--- src/rtl/tod_uart_formatter.sv ---
// rtl/tod_uart_formatter.sv - PPS-triggered 14-byte time-of-day frame sent over an 8N1 UART line
module tod_uart_formatter #(
    parameter int unsigned CLK_FREQ_HZ     = 100_000_000,
    parameter int unsigned BAUD_RATE       = 115200,
    parameter int unsigned TX_DELAY_CYCLES = 1_000_000,
    parameter logic [7:0]  MSG_TYPE        = 8'h01
) (
    input  logic        clk_100mhz,
    input  logic        rst_n_sync,
    input  logic        pps_in,
    input  logic [39:0] time_seconds,
    input  logic [31:0] time_subseconds,
    input  logic [7:0]  status_in,
    input  logic        enable,
    output logic        tod_tx,
    output logic        busy,
    output logic [15:0] frame_count,
    output logic [7:0]  overrun_count
);

    localparam int unsigned BIT_CYCLES = CLK_FREQ_HZ / BAUD_RATE;
    localparam int BIT_W = (BIT_CYCLES > 1) ? $clog2(BIT_CYCLES) : 1;
    localparam int DLY_W = (TX_DELAY_CYCLES > 1) ? $clog2(TX_DELAY_CYCLES) : 1;
    localparam logic [BIT_W-1:0] BIT_LAST = BIT_W'(BIT_CYCLES - 1);
    localparam logic [DLY_W-1:0] DLY_LOAD = DLY_W'(TX_DELAY_CYCLES - 1);
    localparam logic [3:0] LAST_BYTE = 4'd13;

    typedef enum logic [2:0] {
        ST_IDLE,
        ST_WAIT,
        ST_START,
        ST_DATA,
        ST_STOP
    } state_t;

    state_t           state;
    logic             pps_prev;
    logic [39:0]      sec_q;
    logic [31:0]      sub_q;
    logic [7:0]       status_q;
    logic [7:0]       chk_q;
    logic [DLY_W-1:0] dly_cnt;
    logic [BIT_W-1:0] bit_cnt;
    logic [2:0]       bit_idx;
    logic [3:0]       byte_idx;
    logic [7:0]       shreg;
    logic [7:0]       cur_byte;
    logic             pps_edge;
    logic             bit_wrap;
    logic             chk_byte;

    assign pps_edge = pps_in & ~pps_prev;
    assign bit_wrap = (bit_cnt == BIT_LAST);
    assign chk_byte = (byte_idx >= 4'd2) && (byte_idx <= 4'd12);

    // Byte 13 reads the running checksum, which already holds bytes 2..12.
    always_comb begin
        cur_byte = chk_q;
        case (byte_idx)
            4'd0:    cur_byte = 8'hAA;
            4'd1:    cur_byte = 8'h55;
            4'd2:    cur_byte = MSG_TYPE;
            4'd3:    cur_byte = status_q;
            4'd4:    cur_byte = sec_q[39:32];
            4'd5:    cur_byte = sec_q[31:24];
            4'd6:    cur_byte = sec_q[23:16];
            4'd7:    cur_byte = sec_q[15:8];
            4'd8:    cur_byte = sec_q[7:0];
            4'd9:    cur_byte = sub_q[31:24];
            4'd10:   cur_byte = sub_q[23:16];
            4'd11:   cur_byte = sub_q[15:8];
            4'd12:   cur_byte = sub_q[7:0];
            default: cur_byte = chk_q;
        endcase
    end

    always_ff @(posedge clk_100mhz or negedge rst_n_sync) begin
        if (!rst_n_sync) begin
            state         <= ST_IDLE;
            pps_prev      <= 1'b0;
            sec_q         <= '0;
            sub_q         <= '0;
            status_q      <= '0;
            chk_q         <= '0;
            dly_cnt       <= '0;
            bit_cnt       <= '0;
            bit_idx       <= '0;
            byte_idx      <= '0;
            shreg         <= '0;
            tod_tx        <= 1'b1;
            busy          <= 1'b0;
            frame_count   <= '0;
            overrun_count <= '0;
        end else begin
            pps_prev <= pps_in;

            // Any edge outside IDLE is dropped, including the cycle busy clears.
            if (pps_edge && (state != ST_IDLE) && (overrun_count != 8'hFF)) begin
                overrun_count <= overrun_count + 8'd1;
            end

            if ((state == ST_START) || (state == ST_DATA) || (state == ST_STOP)) begin
                bit_cnt <= bit_wrap ? '0 : bit_cnt + BIT_W'(1);
            end

            case (state)
                ST_IDLE: begin
                    if (pps_edge && enable) begin
                        sec_q    <= time_seconds;
                        sub_q    <= time_subseconds;
                        status_q <= status_in;
                        chk_q    <= '0;
                        dly_cnt  <= DLY_LOAD;
                        busy     <= 1'b1;
                        state    <= ST_WAIT;
                    end
                end
                ST_WAIT: begin
                    if (dly_cnt == '0) begin
                        byte_idx <= '0;
                        bit_cnt  <= '0;
                        tod_tx   <= 1'b0;
                        state    <= ST_START;
                    end else begin
                        dly_cnt <= dly_cnt - DLY_W'(1);
                    end
                end
                ST_START: begin
                    if (bit_wrap) begin
                        tod_tx  <= cur_byte[0];
                        shreg   <= {1'b0, cur_byte[7:1]};
                        bit_idx <= '0;
                        if (chk_byte) begin
                            chk_q <= chk_q ^ cur_byte;
                        end
                        state <= ST_DATA;
                    end
                end
                ST_DATA: begin
                    if (bit_wrap) begin
                        if (bit_idx == 3'd7) begin
                            tod_tx <= 1'b1;
                            state  <= ST_STOP;
                        end else begin
                            tod_tx  <= shreg[0];
                            shreg   <= {1'b0, shreg[7:1]};
                            bit_idx <= bit_idx + 3'd1;
                        end
                    end
                end
                ST_STOP: begin
                    if (bit_wrap) begin
                        if (byte_idx != LAST_BYTE) begin
                            byte_idx <= byte_idx + 4'd1;
                            tod_tx   <= 1'b0;
                            state    <= ST_START;
                        end else begin
                            frame_count <= frame_count + 16'd1;
                            busy        <= 1'b0;
                            state       <= ST_IDLE;
                        end
                    end
                end
                default: begin
                    tod_tx <= 1'b1;
                    busy   <= 1'b0;
                    state  <= ST_IDLE;
                end
            endcase
        end
    end

endmodule

--- config.mk ---
export PLATFORM = sky130hd
export DESIGN_NAME = tod_uart_formatter
export DESIGN_NICKNAME = d
export VERILOG_FILES = /design/src/rtl/tod_uart_formatter.sv
export SDC_FILE = /design/constraint.sdc
export NUM_CORES = 1
export LEC_CHECK = 0
export ABC_AREA = 1
export CORE_ASPECT_RATIO = 0.8
export CORE_MARGIN = 1
export CORE_UTILIZATION = 35
export CTS_CLUSTER_SIZE = 40
export DETAILED_ROUTE_END_ITERATION = 6
export PLACE_DENSITY = 0.6
export SKIP_LAST_GASP = 1
export SLEW_MARGIN = 20
export SYNTH_ARGS = -nofsm -noshare
export SYNTH_HDL_FRONTEND = slang
export SYNTH_SLANG_ARGS = --single-unit
--- constraint.sdc ---
create_clock -name clk_100mhz -period 1.8 [get_ports clk_100mhz]
set_input_delay 0.45 -clock clk_100mhz [delete_from_list [all_inputs] [get_ports clk_100mhz]]
set_output_delay 0.45 -clock clk_100mhz [all_outputs]
set_load 0.05 [all_outputs]
* Word-level counts from Yosys, hierarchy flattened
Index checks and enable logic that the tools add are counted.
** Operators by class
- $add $sub $neg :: 6
- Order comparisons :: 2
- Equal/unequal tests :: 31
- Multiplexer cells :: 43
- Bitwise operators :: 6
- Reductions and logical operators :: 24
** Operators with widths (count)
- $pmux 8 s13 :: 1
- $mux 8 :: 6
- $mux 10 :: 4
- $mux 20 :: 2
- $pmux 20 s2 :: 1
- $pmux 8 s2 :: 2
- $mux 3 :: 9
- $eq 4x4->1 const B :: 5
- $logic_not 20->1 :: 1
- $sub 20x1->20 const B :: 1
- $ne 2x2->1 const B :: 9
- $add 16x1->16 const B :: 1
- $eq 4x3->1 const B :: 4
- $reduce_and 4->1 :: 4
- $pmux 3 s5 :: 1
- $mux 4 :: 3
- $reduce_and 6->1 :: 2
- $add 10x1->10 const B :: 1
- $eq 10x10->1 const B :: 1
- $mux 1 :: 9
- $add 8x1->8 const B :: 1
- $eq 4x2->1 const B :: 2
- $ne 8x8->1 const B :: 1
- $pmux 4 s2 :: 1
- 26 further kinds :: 40
** Word-level totals
- Register bits after elaboration :: 163
- Input port bits :: 84
- Output and inout bits :: 26

* Depth between registers and ports, before layout
Gate-level depths: netlist (run 1).
- Depth after elaboration :: 6
- Mapped depth :: 15
- Depth with buffers taken out :: 15

* Least setup slack after synthesis (run 1)
Ideal clock, no wire load.
- Path kind :: flip-flop to flip-flop
- From :: register overrun_count[0]
- To :: register overrun_count[1]
- Library setup time :: 0.125 ns
- Arrival time :: 1.711 ns
- Required time :: 1.675 ns
- Slack :: -0.036 ns
- Cell stages (with the launch flop) :: 7
- Path buffers :: 0
- Clock period less this slack :: 1.836 ns
- Cell sequence :: dfrtp_1 -> ha_1 -> nand3_1 -> nor2_1 -> nand3_1 -> nand2_1 -> mux2_2
** On the way
- Cells in the longest elaborated chain, start to end :: 2
- Elaborated cells on any way between the ends :: 3
- Classes of those cells :: 1 x add/sub; 1 x eq/ne; 1 x reduce/logical
** RTL lines
- from (decl) :: line 18 : output logic [7:0] overrun_count
- from (signal assigned) :: line 99 : overrun_count <= overrun_count + 8'd1;
- branches (longest 2 deep; another with $add 8x1->8)
Parallel ways; which one is timed is not known.
A chain may end at the register's enable or synchronous reset.

* Worst setup path after layout (run 1)
- From :: register byte_idx[0]
- To :: register shreg[0]
** On the way
- Cells in the longest elaborated chain, start to end :: 4
- Elaborated cells on any way between the ends :: 16
- Classes of those cells :: 12 x eq/ne; 3 x mux; 1 x reduce/logical
** RTL lines
- from (decl) :: line 45 : logic [3:0] byte_idx;
- from (signal assigned) :: line 154 : byte_idx <= byte_idx + 4'd1;
- $eq 4x4->1 (tied with other cells) :: line 59 : case (byte_idx)
- $pmux 8 s13 (*) :: line 59
- $mux 8 (*) :: line 129 : if (bit_wrap) begin
- $pmux 8 s2 (*) :: line 106 : case (state)
- to (signal assigned) :: line 131 : shreg <= {1'b0, cur_byte[7:1]};
- to (signal assigned) :: line 146 : shreg <= {1'b0, shreg[7:1]};
- to (decl) :: line 46 : logic [7:0] shreg;
Mark *: on every way between the ends. The rest lies on a longest branch, timed or not. The select of a mux whose other input is x is not followed.

==> run metrics, run 1 <==
status=complete, but fails checks; failing checks=setup timing; Die W=~180 um; Clock transition at path regs=0.08 ns; sequential fraction of the synthesis area=0.468; worst slew pin tran=0.529 ns; Crit-path slowest cell=dfrtp_2; IO Pins=110; most frequent cells in the layout=410 x nand2_1, 153 x dfrtp_1, 136 x buf_4; Syn Area/Cell=approximately 7.5 um^2; CP Cell Sequence=buf_6 > ha_4 > buf_4 > nand3_2 > nand4_1 > nor2_2 > nand3_2 > buf_4 > nand2_1 > a21oi_1; crit path capture type=register; share of cells above drive strength 1=0.261; Power Density=around 1200 nW/um^2; Placeable Area=24300 um^2; initial core utilization=0.356; synthesis-to-finish area growth=44.0%; Final setup violation count=5; CP Launch Type=register; critical path data required time=2.12 ns; CP Buf/Inv Count=3; Max FO, Critical Path=9; commonest non-fill, non-tap cell in the layout=nand2_1; setup TNS=-0.0729 ns; CTS tree=done; grt peak-use layer=met2; Setup CP Type=register to register; Async SR Flop Fraction=1.00; CTS Sinks=162; detailed-route wire length=between 20000 and 30000 um; Starting DRT DRC Count=~530; Netlist cell types=38; clock skew=around 0.013 ns; fin crit period=between 1.5 and 2 ns; Row Count=51; WHS=0.466 ns; die height=143 um; Fmax achieved=0.542 GHz; Hold Violations, Final=0; vias in the first global route=7701; Non-Filler Instances=1734; Max-slew headroom=0.647; crit path DAT=2.17 ns; H-tree depth=4; clk_lat worst skew=~0.44 ns; cell family with most CP delay=simple AND/OR/NAND/NOR gates; Post-synth top flop=dfrtp_1; Inserted Diodes=0; Post-Syn Area=between 8000 and 9000 um^2; DRC=0; number of synthesized flops with an enable pin=0; pre-CTS WS=-0.319 ns; vias per std cell=4.87; antenna violations before repair=0; Root Driver=clkbuf_16; met2 Use GR=0.299; DIE AREA=25400 um^2; largest stage delay on the critical path=~0.45 ns; largest net degree at the start of global routing=67; Total GRT Usage=0.199; Mapped Nets=1257; GRT overflow=0; unrepaired setup endpoints after global routing=yes; first-pass GRT wire length=39400 um; met1 Use GR=0.293; placed instance count=1662; Syn Inst Count=1162; quantity of I/O buffers inserted on ports=around 110; worst vdd ir=0.000651 V; vias post-DR=8450; hpwl dp=17600 um; Tcrit/Tclk final=1.03; worst setup margin=-0.0461 ns; Yosys reg bits=162; met3 GRT Util=0.0330; Final nets=1498; Yosys warning total=0; fill count=around 2300; Max clock buf depth=2; count of pins over their slew limit=0; post-DR wirelength/cell=14.7 um; Worst Hold Class=primary input to asynchronous set/reset pin; Static Leak=about 6.1 nW; Post-DRT Antenna Nets=0; Pre-antenna DRT Iters=5; maximum capacitance violations=0; global placement routability congestion=roughly 0.88; CTS buffer count=17
==> per-layer routing <==
layer	share of wire	up-vias
met5	0	-
met1	0.48	3982
met2	0.45	237
li1	-	4202
met4	0.016	0
met3	0.053	29
==> metrics by stage <==
stage / cell area, um^2 / utilization / total power (W)
after floorplan: 8670 / - / 0.00863
after global placement: 10900 / 0.448 / 0.0104
after detailed placement: 10900 / 0.448 / 0.0105
after CTS: 11900 / 0.488 / 0.0145
after global routing: 12500 / 0.513 / 0.0160
final: 12500 / 0.513 / 0.0150
==> state kept, by name (all words and copies together) (netlist names), 3 cells and up <==
name and flops:
sec_q 40, sub_q 32, dly_cnt 20, frame_count 16
bit_cnt 10, chk_q 8, overrun_count 8, status_q 8
shreg 7, byte_idx 4, bit_idx 3, state 3
==> worst paths after layout <==
kind	to	startpoint	slack, ns	cells past startpoint
worst min-delay path	pps_prev	rst_n_sync	0.47	2
max in group asynchronous	tod_tx	rst_n_sync	0.77	3
worst max register to register	shreg[0]	byte_idx[0]	-0.05	10
min in group clk_100mhz	pps_prev	pps_in	0.48	1
worst min register to register	sub_q[25]	sub_q[25]	0.48	2
worst max-delay path	shreg[0]	byte_idx[0]	-0.05	10
==> cell families (layout without fill, tap and decap cells) <==
group                    count (synthesis)  in the layout  synth area share
adder cells (fa/ha/maj)                 11             11            0.0159
XOR/XNOR                                36             36            0.0364
AO/OA/AOI/OAI                           91             92            0.0547
AND/OR/NAND/NOR                        722            722             0.356
flip-flops                             162            162             0.468
buffers and inverters                  139            392            0.0673
multiplexers                             1              1           0.00130
==> layout make-up <==
type / count / area (um^2) / area share
tap: 318 / 398 / 0.0319
multi-input combinational: 862 / 4500 / 0.360
clock buffer: 17 / 425 / 0.0341
inverter: 102 / 399 / 0.0320
sequential: 162 / 4070 / 0.326
clock inverter: 15 / 180 / 0.0144
timing repair inverter: 1 / 7.51 / 0.000602
timing repair buffer: 257 / 2500 / 0.201
==> cell usage after synthesis, drive strengths merged (3+ instances only) <==
library cell	n	area [um^2]
o21ai	68	344
nor2	120	528
a31oi	3	18.8
dfrtp	161	4030
xnor2	12	105
nand4	47	294
inv	100	378
nor3	17	95.1
buf	16	116
clkbuf	21	78.8
nand3	79	400
xor2	24	210
ha	11	138
a21oi	16	80.1
nand2	452	1720
==> power by group <==
group	switching, W	internal (W)
Clock	0.00180	0.00188
Combinational	0.00309	0.00236
Sequential	0.000945	0.00495
==> timing repair <==
item / CTS / global route
pin swaps: 23 / 53
resized for setup: 60 / 123
hold buffers: 1 / 0
gates cloned: 3 / 6
endpoints found under the hold margin: 22 / 0
buffers inserted: 14 / 16
endpoints found under the setup margin: 49 / 66
Power figures use the tool's default switching activity.
==> run 2, diff against run 1 <==
--- a/config.mk
+++ b/config.mk
@@ -6,12 +6,15 @@
 export NUM_CORES = 1
 export LEC_CHECK = 0
 export ABC_AREA = 1
+export CELL_PAD_IN_SITES_DETAIL_PLACEMENT = 0
+export CELL_PAD_IN_SITES_GLOBAL_PLACEMENT = 2
 export CORE_ASPECT_RATIO = 0.8
 export CORE_MARGIN = 1
-export CORE_UTILIZATION = 35
+export CORE_UTILIZATION = 29
 export CTS_CLUSTER_SIZE = 40
 export DETAILED_ROUTE_END_ITERATION = 6
-export PLACE_DENSITY = 0.6
+export GPL_TIMING_DRIVEN = 0
+export PLACE_DENSITY = 0.79
 export SKIP_LAST_GASP = 1
 export SLEW_MARGIN = 20
 export SYNTH_ARGS = -nofsm -noshare
==> run 2 against run 1 <==
Compared with the run above:
- the flow still finishes with violations (setup timing)
- cell count shrank 0.69%
- die area grew 20%
- flip-flop and latch count stayed put
- maximum frequency shrank 1.5%
- critical endpoint is now chk_q[4]
- highest routed layer is now met5
==> run metrics, run 2 (synthesis gave the netlist of run 1 again) <==
Reg2Reg Setup Slack=-0.07 ns (-0.03 ns); Largest register FFs=40 (unchanged); Root Driver=clkbuf_16; Row Count=56 (+9.8%); Setup CP Type=register to register; CTS buffer count=17 (unchanged); Max-slew headroom=0.571 (-0.0758); post-DR wirelength/cell=15.6 um (+6.1%); critical path data required time=2.13 ns (about the same); vias in the first global route=7779 (+1.0%); unrepaired setup endpoints after global routing=yes; Power Density=1210 nW/um^2 (+0.12%); post-layout util=0.408 (-0.105); count of pins over their slew limit=0 (unchanged); synthesis-to-finish area growth=38.2%; WHS Endpoint=sub_q[27]; first-pass GRT wire length=42500 um (+7.8%); largest net degree at the start of global routing=85 (+27%); largest stage delay on the critical path=0.48 ns (+0.03 ns); Internal=0.00894 W (-2.8%); GRT overflow=0 (unchanged); commonest non-fill, non-tap cell in the layout=nand2_1; Non-Filler Instances=1722 (-0.69%); Flop pwr share=0.415 (+0.022); CP startpoint=byte_idx[1]; Worst Hold Class=register to register; Placeable Area=29400 um^2 (+21%); Switching Share=0.381 (-0.00715); cell family with most CP delay=simple AND/OR/NAND/NOR gates; initial core utilization=0.295 (-0.0612); most frequent cells in the layout=417 x nand2_1, 149 x dfrtp_1, 82 x clkdlybuf4s50_1; Tcrit/Tclk final=1.04 (+0.0154); crit path DAT=2.20 ns (+0.03 ns); Final Cell Area=12000 um^2 (-4.1%); share of cells above drive strength 1=0.222 (-0.0390); Hold Violations, Final=0 (unchanged); Inserted Diodes=0 (unchanged); hpwl dp=19600 um (+11%); Final setup violation count=7 (+2); vias post-DR=7996 (-5.4%); CP Launch Type=register; CP Cell Sequence=inv_4 > ha_4 > clkbuf_16 > nand4_1 > nand4_1 > nor2_4 > nand3_4 > nand2_4 > nand2_1 > nand2_1 > nor2_1; CTS tree=done; IO Pins=110 (unchanged); Max clock buf depth=2 (unchanged); most flop-heavy register=sec_q; Post-DRT Antenna Nets=0 (unchanged); worst vdd ir=0.000770 V (+18%); maximum capacitance violations=0 (unchanged); hold path startpoint=sub_q[27]; global placement routability congestion=0.837 (-5.0%); detailed-route wire length=26900 um (+5.4%); crit path capture type=register; H-tree depth=4 (unchanged); FF-to-FF Start=byte_idx[1]; DRC=0 (unchanged); antenna violations before repair=3 (+3); Largest regs=sec_q (40), sub_q (32), dly_cnt (20); CTS Sinks=162 (unchanged); Static Leak=5.69 nW (-7.1%); reg2reg path depth=11 (+1); placed instance count=1649 (-0.78%); die height=157 um (+9.7%); CP Buf/Inv Count=2 (-1); Max FO, Critical Path=10 (+1); status=complete, but fails checks; vias per std cell=4.64 (-4.7%); worst slew pin tran=0.643 ns (+0.114 ns); fin crit period=1.87 ns (+0.0278 ns); Starting DRT DRC Count=427 (-19%); hold path depth=2; FF-to-FF End=chk_q[4]; clock skew=0.00916 ns (-0.00414 ns); Area after DPL=10300 um^2 (-5.8%); failing checks=setup timing; combinational power share=0.327 (-0.035); switching power total=0.00550 W (-5.7%); DIE AREA=30600 um^2 (+20%); Clock transition at path regs=0.07 ns (about the same); pre-CTS WS=-0.695 ns (-0.377 ns); worst setup margin=-0.0738 ns (-0.0278 ns); quantity of I/O buffers inserted on ports=109 (unchanged); Crit-path slowest cell=dfrtp_2; clk_lat worst skew=0.44 ns (about the same); Final nets=1427 (-4.7%); Pre-antenna DRT Iters=5 (unchanged); Clock Power Share=0.258 (+0.013); Total GRT Usage=0.181 (-0.0179); setup TNS=-0.265 ns (-0.192 ns); Fmax achieved=0.534 GHz (-1.5%); Die W=195 um (+9.7%)
[run 2: changes by cell type in the layout (fill, tap and decap cells not counted), sizes merged]
cell / before / now
clkinv: 7 / 8
inv: 109 / 104
o21ai: 69 / 68
clkdlybuf4s15: 0 / 24
buf: 169 / 59
clkbuf: 22 / 39
bufinv: 0 / 2
clkinvlp: 2 / 3
[run 2: worst min-delay path, stage by stage, from the launching register on]
cell and delay (ns):
dfrtp_1 0.34, nand2_1 0.05, nand2_1 0.05
[run 2: layout make-up]
class	count	area, um^2
inverters	102	415
fillers	3028	17400
flip-flops and latches	162	4070
multi-input cells	861	4640
repair inverters	1	5.00
repair buffers	151	1470
well taps	377	472
clock buffers	18	439
clock inverters	14	154
plain buffers	36	298
[run 2: worst max-delay path by stage]
| stage | to | slack [ns] | depth (start not counted) |
|---|---|---|---|
| 2_1_floorplan | frame_count[9] | 0.001 | 6 |
| 5_1_grt | chk_q[4] | -0.16 | 14 |
| 6_report | chk_q[4] | -0.07 | 11 |
| 3_3_place_gp | overrun_count[0] | -7.59 | 1 |
| 4_1_cts | shreg[3] | -0.1 | 9 |
| 3_5_place_dp | sec_q[30] | -0.70 | 8 |
[run 2: through the flow]
step           total power (W)  hold WS [ns]
6_report                0.0144         0.481
3_3_place_gp            0.0100         0.461
2_1_floorplan          0.00863         0.154
4_1_cts                 0.0142         0.481
5_1_grt                 0.0155         0.491
3_5_place_dp            0.0101         0.466
[run 2: layer usage]
layer	GRT usage	part of all wire
met5	0	0.0012
met2	0.253	0.41
met3	0.0353	0.049
met1	0.280	0.53
met4	0.0416	0.0088
[run 2: timing repair]
action | CTS | global route
setup endpoints to repair | 160 | 137
pin swaps | 38 | 43
setup buffers | 24 | 15
hold buffers | 1 | 0
endpoints found under the hold margin | 3 | 0
resized for setup | 209 | 115
cloned | 0 | 2
[run 2: power by group through the flow]
stage | combinational (W) | sequential [W] | clock, W
3_5_place_dp | 0.00413 | 0.00595 | 0
5_1_grt | 0.00537 | 0.00617 | 0.00396
6_report | 0.00472 | 0.00599 | 0.00372
4_1_cts | 0.00442 | 0.00593 | 0.00383
3_3_place_gp | 0.00405 | 0.00597 | 0
2_1_floorplan | 0.00272 | 0.00590 | 0
